**src/rtl/encoder_pkg.sv**
```systemverilog
// encoder_pkg: shared types and constants for encoder16x4_serial.
//
// Contents:
//   state_e    - scan controller states (IDLE, SCAN)
//   idx_width  - width of an index into an n-bit word
//   MSB_FIRST  - scan order; set by defining ENC_MSB_FIRST_EN
//
// Build option:
//   ENC_MSB_FIRST_EN  defined   -> highest set index emitted first
//                     undefined -> lowest set index emitted first (default)
package encoder_pkg;

   typedef enum logic [0:0] {
      IDLE = 1'b0,
      SCAN = 1'b1
   } state_e;

   // A 2-bit word still needs a 1-bit index, so clamp to at least 1.
   function automatic int unsigned idx_width(input int unsigned n);
      return (n <= 2) ? 1 : $clog2(n);
   endfunction

`ifdef ENC_MSB_FIRST_EN
   localparam bit MSB_FIRST = 1'b1;
`else
   localparam bit MSB_FIRST = 1'b0;
`endif

endpackage

```
**src/rtl/bit_index_find.sv**
```systemverilog
// bit_index_find: combinational priority finder.
//
// Returns the index of the lowest set bit of vec (or the highest when the
// ENC_MSB_FIRST_EN build option is defined), plus a flag that any bit is set.
// index is 0 when no bit is set.
//
// Ports:
//   vec     [N-1:0]      input vector
//   index   [IDX_W-1:0]  selected bit position
//   any_set              at least one bit of vec is set
module bit_index_find
   import encoder_pkg::*;
#(
   parameter int unsigned N     = 16,
   parameter int unsigned IDX_W = 4
) (
   input  logic [N-1:0]     vec,
   output logic [IDX_W-1:0] index,
   output logic             any_set
);

   always_comb begin
      index   = '0;
      any_set = |vec;
      // The scan direction is chosen so the last hit in loop order is the
      // wanted bit: walk upward for MSB-first, downward for LSB-first.
      if (MSB_FIRST) begin
         for (int b = 0; b < int'(N); b++) begin
            if (vec[b]) index = IDX_W'(b);
         end
      end else begin
         for (int b = int'(N) - 1; b >= 0; b--) begin
            if (vec[b]) index = IDX_W'(b);
         end
      end
   end

endmodule

```
**src/rtl/encoder16x4_serial.sv**
```systemverilog
// encoder16x4_serial: serial bit-vector to index encoder.
//
// A request word is captured on an accepted load (en while not busy). Each
// set bit is then presented as a binary index on q, one per valid/ready
// handshake. done pulses for one cycle after the last index is consumed, or
// one cycle after a load of an all-zero word.
//
// Build option: ENC_MSB_FIRST_EN selects highest-index-first order.
//
// Ports:
//   clk    rising-edge clock
//   rst    synchronous active-high reset
//   i      [N-1:0] request word, sampled only on an accepted load
//   en     load strobe, ignored while busy
//   ready  consumer takes q this cycle
//   q      [IDX_W-1:0] index of current set bit, 0 when valid is low
//   valid  q holds a legal index
//   busy   a word is being scanned
//   done   one-cycle completion pulse
module encoder16x4_serial
   import encoder_pkg::*;
#(
   parameter int unsigned N = 16,
   localparam int unsigned IDX_W = idx_width(N)
) (
   input  logic             clk,
   input  logic             rst,
   input  logic [N-1:0]     i,
   input  logic             en,
   input  logic             ready,
   output logic [IDX_W-1:0] q,
   output logic             valid,
   output logic             busy,
   output logic             done
);

   state_e           state_q;
   logic [N-1:0]     pending_q;
   logic [N-1:0]     pending_clr;
   logic [IDX_W-1:0] idx;
   logic             any_set;
   logic             last_bit;

   bit_index_find #(
      .N     (N),
      .IDX_W (IDX_W)
   ) u_find (
      .vec     (pending_q),
      .index   (idx),
      .any_set (any_set)
   );

   // pending with the currently presented bit removed, i.e. the word that
   // remains after a handshake.
   always_comb begin
      pending_clr      = pending_q;
      pending_clr[idx] = 1'b0;
      last_bit         = (pending_clr == '0);
      q                = (valid && any_set) ? idx : '0;
   end

   always_ff @(posedge clk) begin
      if (rst) begin
         state_q   <= IDLE;
         pending_q <= '0;
         valid     <= 1'b0;
         busy      <= 1'b0;
         done      <= 1'b0;
      end else begin
         done <= 1'b0;
         unique case (state_q)
            IDLE: begin
               if (en) begin
                  if (i != '0) begin
                     pending_q <= i;
                     state_q   <= SCAN;
                     valid     <= 1'b1;
                     busy      <= 1'b1;
                  end else begin
                     done <= 1'b1;
                  end
               end
            end
            SCAN: begin
               // en is deliberately not looked at here, even on the final
               // handshake; the next word is taken in the following IDLE cycle.
               if (ready) begin
                  pending_q <= pending_clr;
                  if (last_bit) begin
                     state_q <= IDLE;
                     valid   <= 1'b0;
                     busy    <= 1'b0;
                     done    <= 1'b1;
                  end
               end
            end
            default: begin
               state_q   <= IDLE;
               pending_q <= '0;
               valid     <= 1'b0;
               busy      <= 1'b0;
            end
         endcase
      end
   end

endmodule

```
**config.mk**
```make
export PLATFORM = sky130hd
export DESIGN_NAME = encoder16x4_serial
export DESIGN_NICKNAME = d
export VERILOG_FILES = /design/src/rtl/encoder_pkg.sv /design/src/rtl/bit_index_find.sv /design/src/rtl/encoder16x4_serial.sv
export SDC_FILE = /design/constraint.sdc
export NUM_CORES = 1
export LEC_CHECK = 0
export CORE_MARGIN = 4
export CORE_UTILIZATION = 25
export DETAILED_ROUTE_END_ITERATION = 8
export PLACE_DENSITY = 0.46
export SLEW_MARGIN = 20
export SYNTH_ARGS = -nofsm -noshare
export SYNTH_HDL_FRONTEND = slang
export SYNTH_SLANG_ARGS = --single-unit
```
**constraint.sdc**
```tcl
create_clock -name clk -period 2.9 [get_ports clk]
set_clock_uncertainty 0.15 [all_clocks]
set_input_delay 0.435 -clock clk [delete_from_list [all_inputs] [get_ports clk]]
set_output_delay 0.435 -clock clk [all_outputs]
set_load 0.01 [all_outputs]
```
Yosys cells after proc, flatten, opt, wreduce, memory -nomap -nowiden
Index checks and enable logic that the tools add are counted.

storage, ports and cells
  register bits after elaboration = 19
  bits of input ports = 20
  output and inout bits = 7

operators by class
  $lt $le $gt $ge = 2
  equal/unequal tests = 4
  muxes and demuxes = 38
  bitwise logic cells = 3
  reduce and logical (&&, ||, !) cells = 7

operators by type and width
  operator              number
  $mux W4               17
  $mux W16              3
  $pmux W16 S2          1
  $and A16 B16 Y16      1
  $logic_not A16 Y1     1
  $not A16 Y16          1
  $reduce_bool A16 Y1   1
  $reduce_or A16 Y1     1
  $mux W1               13
  $ne A2 B2 Y1 const B  3
  $pmux W1 S2           3
  $lt A4 B5 Y1 const B  1
  $demux W1 S4          1
  $ge A4 B1 Y1 const B  1
  $reduce_and A4 Y1     1
  $reduce_and A3 Y1     1
  $logic_and A1 B1 Y1   2
  $ne A2 B1 Y1 const B  1
  $not A1 Y1            1

Logic depth before layout (Yosys ltp)
Gate-level depths: netlist of the first run.

  depth in word-level cells = 26
  mapped depth = 10
  depth with buffers taken out = 8

Cells and area by module
A second synthesis of the first run with hierarchy kept.

unflattened totals
  cells, all modules = 185
  area, all modules = 1315.0 um2

modules (own cells, without submodules)
  module              times used  cells each  area an instance (um2)
  encoder16x4_serial  1           151         1138.6
  bit_index_find      1           34          176.4

Worst setup path after synthesis of the first run
Ideal clock, no wire load.

  kind = flip-flop to flip-flop
  start point = register pending_q[14]
  end point = register state_q
  library setup time = 0.122 ns
  arrival = 2.073 ns
  data required time = 2.628 ns
  path slack = 0.554 ns
  cell stages (with the launch flop) = 9
  cell sequence = dfxtp_1 -> nand2b_1 -> a2111o_1 -> a311oi_2 -> nand3_1 -> a222oi_1 -> nand4_1 -> o31ai_1 -> a21oi_1

between the ends
  longest elaborated chain between the ends = 25

ends and longest elaborated chain
  what                                                                RTL line                  text
  start: declaration                                                  encoder16x4_serial.sv:38  logic [N-1:0] pending_q;
  start signal: assignment                                            encoder16x4_serial.sv:75  pending_q <= i;
  start signal: assignment                                            encoder16x4_serial.sv:88  pending_q <= pending_clr;
  $mux W4 (15 in a row)                                               bit_index_find.sv:33      if (vec[b]) index = IDX_W'(b);
  $lt A4 B5 Y1 (not written as such) or $ge A4 B1 Y1 (tied branches)  encoder16x4_serial.sv:57  pending_clr[idx] = 1'b0;
  $logic_and A1 B1 Y1 (not written as such)                           encoder16x4_serial.sv:57
  $mux W1 (not written as such)                                       encoder16x4_serial.sv:57
  $demux W1 S4                                                        encoder16x4_serial.sv:57
  $not A16 Y16 (no line)                                              --
  $and A16 B16 Y16 (no line) *                                        --
  $logic_not A16 Y1 *                                                 encoder16x4_serial.sv:58  last_bit = (pending_clr == '0);
  $mux W1 *                                                           encoder16x4_serial.sv:89  if (last_bit) begin
  $mux W1 *                                                           encoder16x4_serial.sv:87  if (ready) begin
  $pmux W1 S2 *                                                       encoder16x4_serial.sv:71  unique case (state_q)
  end signal: assignment                                              encoder16x4_serial.sv:64  state_q <= IDLE;
  end signal: assignment                                              encoder16x4_serial.sv:76  state_q <= SCAN;
  end signal: assignment                                              encoder16x4_serial.sv:90  state_q <= IDLE;
  end: declaration                                                    encoder16x4_serial.sv:37  state_e state_q;

Mark *: on every way between the ends. The rest lies on a longest branch, timed or not.
A chain may end at the register's enable or synchronous reset.

Worst setup path in the final report of the first run
  start point = register pending_q[5]
  end point = output port q[1]

between the ends
  longest elaborated chain between the ends = 7

ends and longest elaborated chain
  what                  RTL line                  text
  $mux W4 (6 in a row)  bit_index_find.sv:33
  $mux W4 *             encoder16x4_serial.sv:59  q = (valid && any_set) ? idx : '0;
  end: declaration      encoder16x4_serial.sv:31  output logic [IDX_W-1:0] q,

Marked as above.

==> results.toml, run 1 <==
[status]
status = "finished clean"

[clock_network]
cts_buffer_depth = 2
post_cts_buffers = 0
clk_latency_ns = 0.26
path_clk_slew_ns = 0.08
cts_hold_buffers = 0
clock-sinks = 19
htree_levels = 1
cts_tree = "done"
cts.repair.resized = 1
numCtsBuffers = 3
clockRootBuffer = "clkbuf_8"

[floorplan]
start_util = 0.257
fp.dieH_um = 83.2
die-area_um2 = 6920
die_w_um = 83.2
rows = 27
core_area_um2 = 5510
io_pins = 27

[drt]
drt-total-wl_mm = 4.35
drt-pass1-iter-count = 4
wl_per_cell_um = 14.7
drt-initial-drc-count = 106
ant_nets = 0
route.detailed.drc = 0
vias = 1509
avgViaCountPerCell = 5.12

[critical_path]
worst_setup_path_start_kind = "flip-flop"
r2r_cells = 9
timing.rr.end = "state_q"
crit_path_start = "pending_q[5]"
arrival_ns = 2.21
cp_slowest_cell = "or4_1"
cp-endpoint = "q[1]"
reg2reg_setup_slack_ns = 0.27
cpPeakStageDelay_ns = 0.55
critPathKind = "reg -> out"
cp-end-kind = "output pin"
r2r-start = "pending_q[5]"
crit_required_ns = 2.32
crit_chain = "or4_1, nor2_2, o2bb2ai_4, nor2b_1, clkdlybuf4s50_1"
cp_max_fo = 10

[logic_synthesis]
netlist_instances = 187
synthAdderAreaFrac = 0
avgSynthCellArea_um2 = 7.56
yosys.area_share.simple = 0.304
synth_top_family_by_area = "compound AO/OA/AOI/OAI gates"
synthFlopType = "dfxtp_1"
ys_seq_area_frac = 0.269
synth-seq-cells = 19
synth_compound_area_frac = 0.350
synth_cell_types = 52
synth_async_sr_flop_share = 0
syn_area_um2 = 1410
synth_edf_count = 0
synth.area.mux_share = 0
synth_xor_area_frac = 0
synth_nets = 207
yosys_warnings = 0

[finish]
fill_cells = 580
seqCellArea_um2 = 383
fin_util = 0.344
nets = 244
area_growth_pct = 33.9
drive_gt1_frac = 0.152
antennaDiodeCount = 0
fin_cells = 295
multi_input_area_um2 = 957

[place]
io_buffers = 26
place.gp.congestion = 0.927
hpwlAfterDp_mm = 3.53
post-place-cells = 291

[global_route]
antenna_found_initial = 0
grt_use_total = 0.123
grt_pass1_wl_mm = 7.00
grt-ovfl-total = 0
grt_pass1_vias = 1453
grt_max_degree = 20

[pwr]
p_comb_frac = 0.434
switching_share = 0.369
fin_total_pwr_uw = 886
power_density_nw_per_um2 = 468
pwr-share-seq = 0.354
max-vdd-ir-drop_v = 0.000138
switching_power_uw = 327
p_clk_frac = 0.212
internal-power_uw = 559
p_leak_uw = 0.000701

[timing]
relSlewSlack = 0.511
rsz0062_at_grt = "false"
hold_viol_final = 0
setup_viol = 0
period_share = 0.962
tns_ns = 0
worst_pin_slew_ns = 0.731
fmax_mhz = 358
min_period_ns = 2.79
timing.hold.ws_ns = 0.402
slew_violations = 0

[hold_path]
hp-class = "reg -> reg"
holdCritStartpoint = "pending_q[13]"

[job]
maxCapViolCount = 0
## synthesized netlist by cell type (all sizes together) (2+ instances only)
library cell / n / area share
o211ai: 4 / 0.021
nor2: 21 / 0.058
inv: 10 / 0.027
a22oi: 9 / 0.048
nand4: 2 / 0.0088
dfxtp: 19 / 0.27
or2: 2 / 0.0088
a21o: 2 / 0.011
or4: 2 / 0.011
o31a: 6 / 0.037
nor3: 3 / 0.014
a21oi: 14 / 0.050
nand2: 22 / 0.058
nor2b: 3 / 0.013
nand2b: 4 / 0.018
clkbuf: 4 / 0.013
nor4: 8 / 0.055
nor3b: 2 / 0.011
o21ai: 18 / 0.064
or3: 2 / 0.0088
nand3: 2 / 0.0071
buf: 6 / 0.038
## metrics by stage
step,worst slack [ns],cell area [um^2]
5_1_grt,0.0109,1890
4_1_cts,0.0281,1860
2_1_floorplan,0.554,1410
6_report,0.110,1890
3_3_place_gp,0.101,1810
3_5_place_dp,0.179,1810
## registers in the layout, indices dropped and copies added, names as in the netlist
register / count
state_q: 1
busy: 1
done: 1
pending_q: 16
## layer usage
metal  share of wire  wire (um)  GRT usage
met5               0          0          0
met4           0.016         70     0.0594
met3           0.045        194     0.0248
met1            0.49       2150      0.163
met2            0.44       1930      0.188
## cell families after synthesis
| family | Yosys count |
|---|---|
| compound gates | 69 |
| buf+inv | 20 |
| simple gates | 79 |
| flops | 19 |
## power by group through the flow
stage          sequential, uW  combinational, uW  clock, uW
6_report                  314                385        188
5_1_grt                   317                421        207
4_1_cts                   311                374        191
3_5_place_dp              317                373          0
3_3_place_gp              318                382          0
2_1_floorplan             309                246          0
## worst max-delay path, delay by kind of cell, from the launching register on
family,cells,cell delay [ns]
simple gates,3,0.86
buf+inv,1,0.54
flops,1,0.38
compound gates,1,0.17
## worst min-delay path by stage
| stage | endpoint | cells past startpoint |
|---|---|---|
| global placement | pending_q[13] | 2 |
| detailed placement | pending_q[13] | 2 |
| finish | pending_q[13] | 2 |
| CTS | pending_q[13] | 2 |
| global route | pending_q[7] | 2 |
| floorplan | pending_q[13] | 2 |
## final cells by class
| class | instances | area share |
|---|---|---|
| flip-flops and latches | 19 | 0.202 |
| well taps | 72 | 0.0476 |
| inverters | 10 | 0.0198 |
| repair buffers | 42 | 0.201 |
| multi-input cells | 148 | 0.506 |
| clock buffers | 4 | 0.0238 |
## cell usage in the layout (no fill, tap or decap), drive strengths merged, types with 2 or more instances in the layout
| cell type | instances |
|---|---|
| clkdlybuf4s50 | 26 |
| nand2 | 22 |
| nor2 | 21 |
| dfxtp | 19 |
| o21ai | 18 |
| buf | 16 |
| a21oi | 14 |
| inv | 10 |
| a22oi | 9 |
| nor4 | 8 |
| o31a | 6 |
| nand2b | 4 |
| o211ai | 4 |
| clkbuf | 4 |
| nor2b | 3 |
| nor3 | 3 |
| or2 | 2 |
| or4 | 2 |
| nand4 | 2 |
| nand3 | 2 |
| or3 | 2 |
| a21o | 2 |
| nor3b | 2 |
(Power assumes the default switching activity.)
==> run 2: changes to the inputs <==
--- a/config.mk
+++ b/config.mk
@@ -8,5 +8,5 @@
 export CORE_MARGIN = 4
-export CORE_UTILIZATION = 25
+export CORE_UTILIZATION = 50
 export DETAILED_ROUTE_END_ITERATION = 8
-export PLACE_DENSITY = 0.46
+export PLACE_DENSITY = 0.79
 export SLEW_MARGIN = 20
==> constraint.sdc (replaced) <==
create_clock -name clk -period 2.9 [get_ports clk]
set_clock_uncertainty 0.15 [all_clocks]
set_input_delay 0.87 -clock clk [delete_from_list [all_inputs] [get_ports clk]]
set_output_delay 0.87 -clock clk [all_outputs]
set_load 0.01 [all_outputs]
==> run 2 against run 1 <==
Via count is 12% higher. Final area is 4.8% higher. Flip-flop and latch count unchanged. Setup slack worse by 0.035 ns. First-iteration DRC count is 46% higher. Sequential power fell by 2%. Core utilization is 38 points higher. Sequential share of layout area is 0.41 points lower. Critical path type unchanged. Largest cell class unchanged.
==> results.toml, run 2 (synthesis results as in run 1) <==
[finish]
antennaDiodeCount = 0
seqCellArea_um2 = 393
drive_gt1_frac = 0.246
fin_util = 0.725
area_growth_pct = 40.3
fin_cells = 271
multi_input_area_um2 = 986
fill_cells = 235
layout_commonest_cell = "buf_4"
nets = 261
layout_common_cells = "32 x buf_4, 22 x nand2_1, 22 x clkdlybuf4s50_1"
largest_reg_flops = 16
top_register = "pending_q"

[clock_network]
cts_tree = "done"
numCtsBuffers = 3
path_clk_slew_ns = 0.11
clock-sinks = 19
cts_hold_buffers = 0
htree_levels = 1
clk_latency_ns = 0.31
cts_buffer_depth = 2
clockRootBuffer = "clkbuf_4"

[global_route]
grt-ovfl-total = 0
grt_max_degree = 20
antenna_found_initial = 0
grt_use_total = 0.263
grt_pass1_vias = 1525
grt_pass1_wl_mm = 7.32

[timing]
setup_viol = 0
period_share = 0.974
slew_violations = 0
min_period_ns = 2.83
worst_pin_slew_ns = 0.430
relSlewSlack = 0.710
hold_viol_final = 0
fmax_mhz = 354

[pwr]
switching_share = 0.389
p_clk_frac = 0.156
p_leak_uw = 0.000798
switching_power_uw = 354
power_density_nw_per_um2 = 459
p_comb_frac = 0.506
max-vdd-ir-drop_v = 0.000411
pwr-share-seq = 0.338
internal-power_uw = 556

[drt]
drt-pass1-iter-count = 4
wl_per_cell_um = 16.9
vias = 1690
drt-initial-drc-count = 155
route.detailed.drc = 0
ant_nets = 0
drt-total-wl_mm = 4.57
avgViaCountPerCell = 6.24

[critical_path]
crit_required_ns = 1.88
reg2reg_setup_slack_ns = 0.14
arrival_ns = 1.81
worst_setup_path_start_kind = "flip-flop"
cp_max_fo = 6
cp-end-kind = "output pin"
critPathKind = "reg -> out"

[floorplan]
fp.dieH_um = 61.2
die_w_um = 61.2
core_area_um2 = 2730
io_pins = 27
die-area_um2 = 3740
start_util = 0.517
rows = 19

[place]
post-place-cells = 260
hpwlAfterDp_mm = 3.33
io_buffers = 26
place.gp.congestion = 0.919

[status]
status = "finished clean"

[job]
maxCapViolCount = 0

[hold_path]
hp-class = "reg -> reg"
-- run 2: changes by cell type in the layout (fill, tap and decap cells not counted), moves of 3 or more --
cell,change
buf_4,+16
clkbuf_4,+3
clkdlybuf4s50_1,-4
dfxtp_4,+3
clkbuf_8,-3
-- run 2: layout make-up --
| class | count | area share |
|---|---|---|
| Multi-Input combinational cell | 148 | 0.497 |
| Timing Repair Buffer | 59 | 0.252 |
| Sequential cell | 19 | 0.198 |
| Tap cell | 31 | 0.0196 |
| Inverter | 10 | 0.0189 |
| Clock buffer | 3 | 0.0114 |
| Clock inverter | 1 | 0.00252 |
-- run 2: critical path, stage by stage (launching register included) --
cell and delay (ns):
dfxtp_4 0.38, buf_6 0.14, nor4_4 0.35, and2_1 0.20, and3_1 0.15, dlygate4sd2_1 0.26
-- run 2: path summary, 6_finish.rpt --
check / startpoint / endpoint / cells past startpoint
setup / recovery: pending_q[5] / q[3] / 5
hold / removal: pending_q[13] / pending_q[13] / 2
setup reg to reg: pending_q[13] / state_q / 9
hold reg to reg: pending_q[13] / pending_q[13] / 2
-- run 2: routing by layer --
layer  GRT usage  up-vias  share of wire
met5           0        -              0
met3      0.0398        5          0.089
met1       0.348      787           0.41
met4      0.0774        0          0.015
li1            -      804              -
met2       0.440       94           0.49
-- run 2: through the flow --
stage | hold slack, ns | TNS (ns) | cell area [um^2] | power, uW | setup WS (ns)
2_1_floorplan | 0.349 | 0 | 1410 | 555 | 0.331
3_3_place_gp | 0.374 | -0.00662 | 1840 | 700 | -0.00662
3_5_place_dp | 0.389 | 0 | 1840 | 708 | 0.00674
4_1_cts | 0.406 | 0 | 1940 | 878 | 0.0116
5_1_grt | 0.445 | -0.154 | 1980 | 967 | -0.0412
6_report | 0.386 | 0 | 1980 | 910 | 0.0747
-- run 2: power groups by stage --
stage / Combinational (uW) / Sequential, uW / Clock (uW)
final: 461 / 308 / 142
after global routing: 500 / 311 / 157
after CTS: 428 / 306 / 144
after detailed placement: 397 / 311 / 0
after global placement: 390 / 310 / 0
after floorplan: 246 / 309 / 0
-- run 2: what timing repair did --
item                                    in CTS  in global routing
endpoints found under the hold margin        0                  0
resized for setup                           17                 11
pin swaps                                    6                  6
endpoints found under the setup margin       4                  3
buffers inserted                             4                  3
